### src/rtl/concat_packer.sv
// Packs NUM_LANES narrow beats into one wide word, with optional early flush on in_last.
// Latency: out_valid rises one cycle after the closing beat is accepted.
// Backpressure: in_ready drops while a word is held unconsumed; the accumulator holds.
module concat_packer #(
    parameter int                LANE_W    = 1,
    parameter int                NUM_LANES = 4,
    parameter bit                MSB_FIRST = 1'b0,
    parameter logic [LANE_W-1:0] PAD       = '0
) (
    input  logic                             clk,
    input  logic                             rst_n,
    input  logic                             in_valid,
    output logic                             in_ready,
    input  logic [LANE_W-1:0]                in_data,
    input  logic                             in_last,
    output logic                             out_valid,
    input  logic                             out_ready,
    output logic [LANE_W*NUM_LANES-1:0]      out_data,
    output logic [$clog2(NUM_LANES+1)-1:0]   out_count,
    output logic                             out_last
);

    localparam int IDX_W = $clog2(NUM_LANES);
    localparam int CNT_W = $clog2(NUM_LANES + 1);

    typedef logic [NUM_LANES-1:0][LANE_W-1:0] word_t;
    localparam word_t PAD_WORD = {NUM_LANES{PAD}};

    logic [IDX_W-1:0] idx;
    logic [IDX_W-1:0] lane;
    word_t            acc;
    word_t            acc_nxt;
    logic             accept;
    logic             close;

    // A word may close in the same cycle the previous one is consumed.
    assign in_ready = rst_n & (~out_valid | out_ready);
    assign accept   = in_valid & in_ready;
    assign close    = accept & ((idx == IDX_W'(NUM_LANES - 1)) | in_last);
    assign lane     = MSB_FIRST ? (IDX_W'(NUM_LANES - 1) - idx) : idx;

    always_comb begin
        acc_nxt       = acc;
        acc_nxt[lane] = in_data;
    end

    always_ff @(posedge clk) begin
        if (!rst_n) begin
            out_valid <= 1'b0;
            out_data  <= '0;
            out_count <= '0;
            out_last  <= 1'b0;
            idx       <= '0;
            acc       <= PAD_WORD;
        end else begin
            if (out_valid && out_ready) begin
                out_valid <= 1'b0;
            end
            if (accept) begin
                if (close) begin
                    out_valid <= 1'b1;
                    out_data  <= acc_nxt;
                    out_count <= CNT_W'(idx) + CNT_W'(1);
                    out_last  <= in_last;
                    acc       <= PAD_WORD;
                    idx       <= '0;
                end else begin
                    acc <= acc_nxt;
                    idx <= idx + IDX_W'(1);
                end
            end
        end
    end

endmodule
### config.mk
export PLATFORM = sky130hd
export DESIGN_NAME = concat_packer
export DESIGN_NICKNAME = d
export VERILOG_FILES = /design/src/rtl/concat_packer.sv
export SDC_FILE = /design/constraint.sdc
export NUM_CORES = 1
export LEC_CHECK = 0
export CAP_MARGIN = 25
export CORE_MARGIN = 4
export CORE_UTILIZATION = 30
export CTS_BUF_LIST = sky130_fd_sc_hd__clkbuf_4 sky130_fd_sc_hd__clkbuf_8 sky130_fd_sc_hd__clkbuf_16
export CTS_CLUSTER_SIZE = 24
export DETAILED_ROUTE_END_ITERATION = 8
export SYNTH_ARGS = -nofsm -noshare
export SYNTH_HDL_FRONTEND = slang
export SYNTH_SLANG_ARGS = --single-unit
### constraint.sdc
create_clock -name clk -period 1.4 [get_ports clk]
set_input_delay 0.14 -clock clk [delete_from_list [all_inputs] [get_ports clk]]
set_output_delay 0.14 -clock clk [all_outputs]
set_load 0.01 [all_outputs]
==> flow_metrics.py <==
metrics = {
    "outcome": {
        "outcome": "finished clean",
    },
    "synth": {
        "synth_area_leaders": "dfxtp_1, mux2i_1, ha_1",
        "yosysUniqueCellTypes": 25,
        "ys_async_sr_fraction": 0,
        "yosys.area_share.simple": 0.173,
        "synth_area_um2": 709,
        "synth.mux.area_fraction": 0.141,
        "synth_xor_area_frac": 0,
        "synth_cells": 75,
        "synthFlopType": "dfxtp_1",
        "avgSynthCellArea_um2": 9.46,
        "yosysWarnings": 0,
        "synth-seq-area-share": 0.423,
        "synth_top_area_frac": 0.423,
        "synth_seq_cells": 15,
        "synth_edf_count": 0,
        "synth.largest_area_cell": "dfxtp_1",
        "synth_top_family_by_area": "simple AND/OR/NAND/NOR gates",
        "synthAdderAreaFrac": 0.0705,
        "synth-compound-area-share": 0.132,
        "syn_nets": 85,
    },
    "global_route": {
        "grt_overflow": 0,
        "grt_first_pass_wirelength_um": 2620,
        "grt_max_degree": 12,
        "track_usage": 0.104,
        "grt_pass1_vias": 635,
        "antenna_found_initial": 0,
    },
    "floorplan": {
        "die_area_um2": 3210,
        "row_count": 17,
        "num_io_pins": 16,
        "die_y_um": 56.6,
        "die_w_um": 56.6,
        "initial_core_util": 0.318,
        "core_area_um2": 2230,
    },
    "cells_and_area": {
        "fillCellCount": 225,
        "instances_no_fill": 132,
        "regArea_um2": 308,
        "layout-drive-gt1-share": 0.221,
        "area_growth_pct": 44.6,
        "multiInputGateArea_um2": 384,
        "postLayoutCellArea_um2": 1030,
        "nets": 115,
        "diodes": 0,
    },
    "timing": {
        "setup_viol": 0,
        "timing.fmax_mhz": 755,
        "period_share": 0.946,
        "rsz0062_at_grt": "false",
        "clock_skew_ns": 0.00126,
        "worst_slew_pin_slew_ns": 0.311,
        "hold_ws_ns": 0.462,
        "min_period_ns": 1.32,
        "slew-limit-headroom": 0.790,
        "hold_viol_final": 0,
        "slew_viol_final": 0,
        "worst_slack_ns": 0.0759,
    },
    "placed_design": {
        "dp_hpwl_um": 1270,
        "dp_slack_ns": -0.154,
        "place_area_um2": 990,
        "gp_congestion": 0.801,
        "portBuffers": 15,
        "place_inst": 128,
    },
    "drt": {
        "antenna_left": 0,
        "routed_via_density": 4.86,
        "drt_iter0_drc": 7,
        "avgRoutedWirePerCell_um": 12.0,
        "first_pass_iters": 4,
        "route.detailed.drc": 0,
        "dr_total_vias": 642,
        "drt_wl_total_um": 1590,
    },
    "setup_path": {
        "cp_max_fo": 5,
        "cpMaxStageDelayCell": "dfxtp_4",
        "criticalPathCategory": "reg2reg",
        "required_ns": 1.57,
        "max_stage_delay_ns": 0.38,
        "critPathLaunchType": "flop",
        "crit_chain": "ha_4 > nor2_2 > or3_4 > buf_4 > mux2i_1",
        "reg2regPathDepth": 5,
        "cp-end-kind": "flop",
        "worst_ep_arrival_time_ns": 1.50,
    },
    "clock_tree": {
        "post_cts_buffers": 0,
        "cts_made_buffers": 3,
        "htreeDepth": 1,
        "cts-root-buf": "clkbuf_4",
        "clockBufferDepth": 2,
        "post_cts_resized": 1,
        "clkTransAtPathRegs_ns": 0.08,
        "clock_latency_ns": 0.28,
        "cts_hold_buf": 0,
        "cts_tree": "built",
        "cts_sinks": 15,
    },
    "worst_hold_path": {
        "hold_class": "reg2reg",
        "whs_path_depth": 2,
    },
    "flow_run": {
        "drv_cap": 0,
    },
    "power_and_ir_drop": {
        "clkPwrFrac": 0.313,
        "sw_frac_of_total": 0.238,
        "p_switching_mw": 0.201,
        "peakVddDrop_uv": 652,
        "p_comb_frac": 0.158,
        "powerDensity_nw_per_um2": 820,
        "leakagePower_nw": 0.430,
        "internal_power_mw": 0.641,
        "seqPwrFrac": 0.528,
    },
}
[routing by layer]
layer	global-route usage	routed length [µm]
met5	0	0
met4	0.0610	55
met3	0.0230	76
met2	0.173	766
met1	0.119	690
[per-stage QoR]
step	util	setup TNS (ns)	power (mW)
finish	0.459	0	0.842
global route	0.459	0	0.877
CTS	0.456	0	0.853
detailed placement	0.443	-1.16	0.590
global placement	0.443	-0.902	0.589
floorplan	-	0	0.516
[logic make-up (layout without fill, tap and decap cells)]
group	Yosys count	count (layout)
buffers and inverters	8	37
and+or+nand+nor	25	25
adders and majority gates	4	4
muxes	10	10
DFF	15	15
AOI/OAI and AO/OA	13	13
[critical path, delay by kind of cell (launching register included)]
family	cells	cell delay [ns]
simple gates	2	0.41
flops	1	0.38
mux	1	0.11
fa+ha+maj	1	0.14
buf+inv	1	0.17
[synthesized netlist by cell type, types with 2 or more instances]
cell type  count
nor3_1         3
dfxtp_1       15
mux2i_1       10
nand2_1        9
ha_1           4
a32o_1         2
nand3_1        4
o21ai_0        5
and2_1         2
o311ai_0       3
inv_1          4
[registers in the layout, summed over array words and instances (netlist names)]
signal	cells
acc	4
idx	2
out_count	3
out_data	4
out_last	1
out_valid	1
[cell usage in the layout (no fill, tap or decap), types with 2 or more instances in the layout]
cell type and instances:
clkdlybuf4s50_1 14, buf_4 14, dfxtp_1 13, mux2i_1 10
nand2_1 9, o21ai_0 5, inv_1 4, nand3_1 4
clkbuf_4 4, nor3_1 3, ha_1 3, and2_1 2
a32o_1 2, o311ai_1 2, dfxtp_4 2
[layout make-up]
class | count | share of cell area
well taps | 28 | 0.0341
inverters | 4 | 0.0146
clock buffers | 4 | 0.0293
repair buffers | 29 | 0.248
flip-flops and latches | 15 | 0.300
multi-input cells | 52 | 0.374
[path summary, 6_finish.rpt]
kind,start,end,slack [ns]
worst max-delay path,idx[1],out_data[2],0.08
worst min register to register,out_count[1],out_count[1],0.46
worst max register to register,idx[1],out_data[2],0.08
worst min-delay path,out_count[1],out_count[1],0.46
[power by group through the flow]
stage | Clock (mW) | Sequential, mW | Combinational, mW
finish | 0.264 | 0.445 | 0.133
global route | 0.285 | 0.447 | 0.145
CTS | 0.274 | 0.447 | 0.133
detailed placement | 0 | 0.457 | 0.133
global placement | 0 | 0.456 | 0.132
floorplan | 0 | 0.462 | 0.0543
Note: power is estimated with default switching activity, not from simulation.
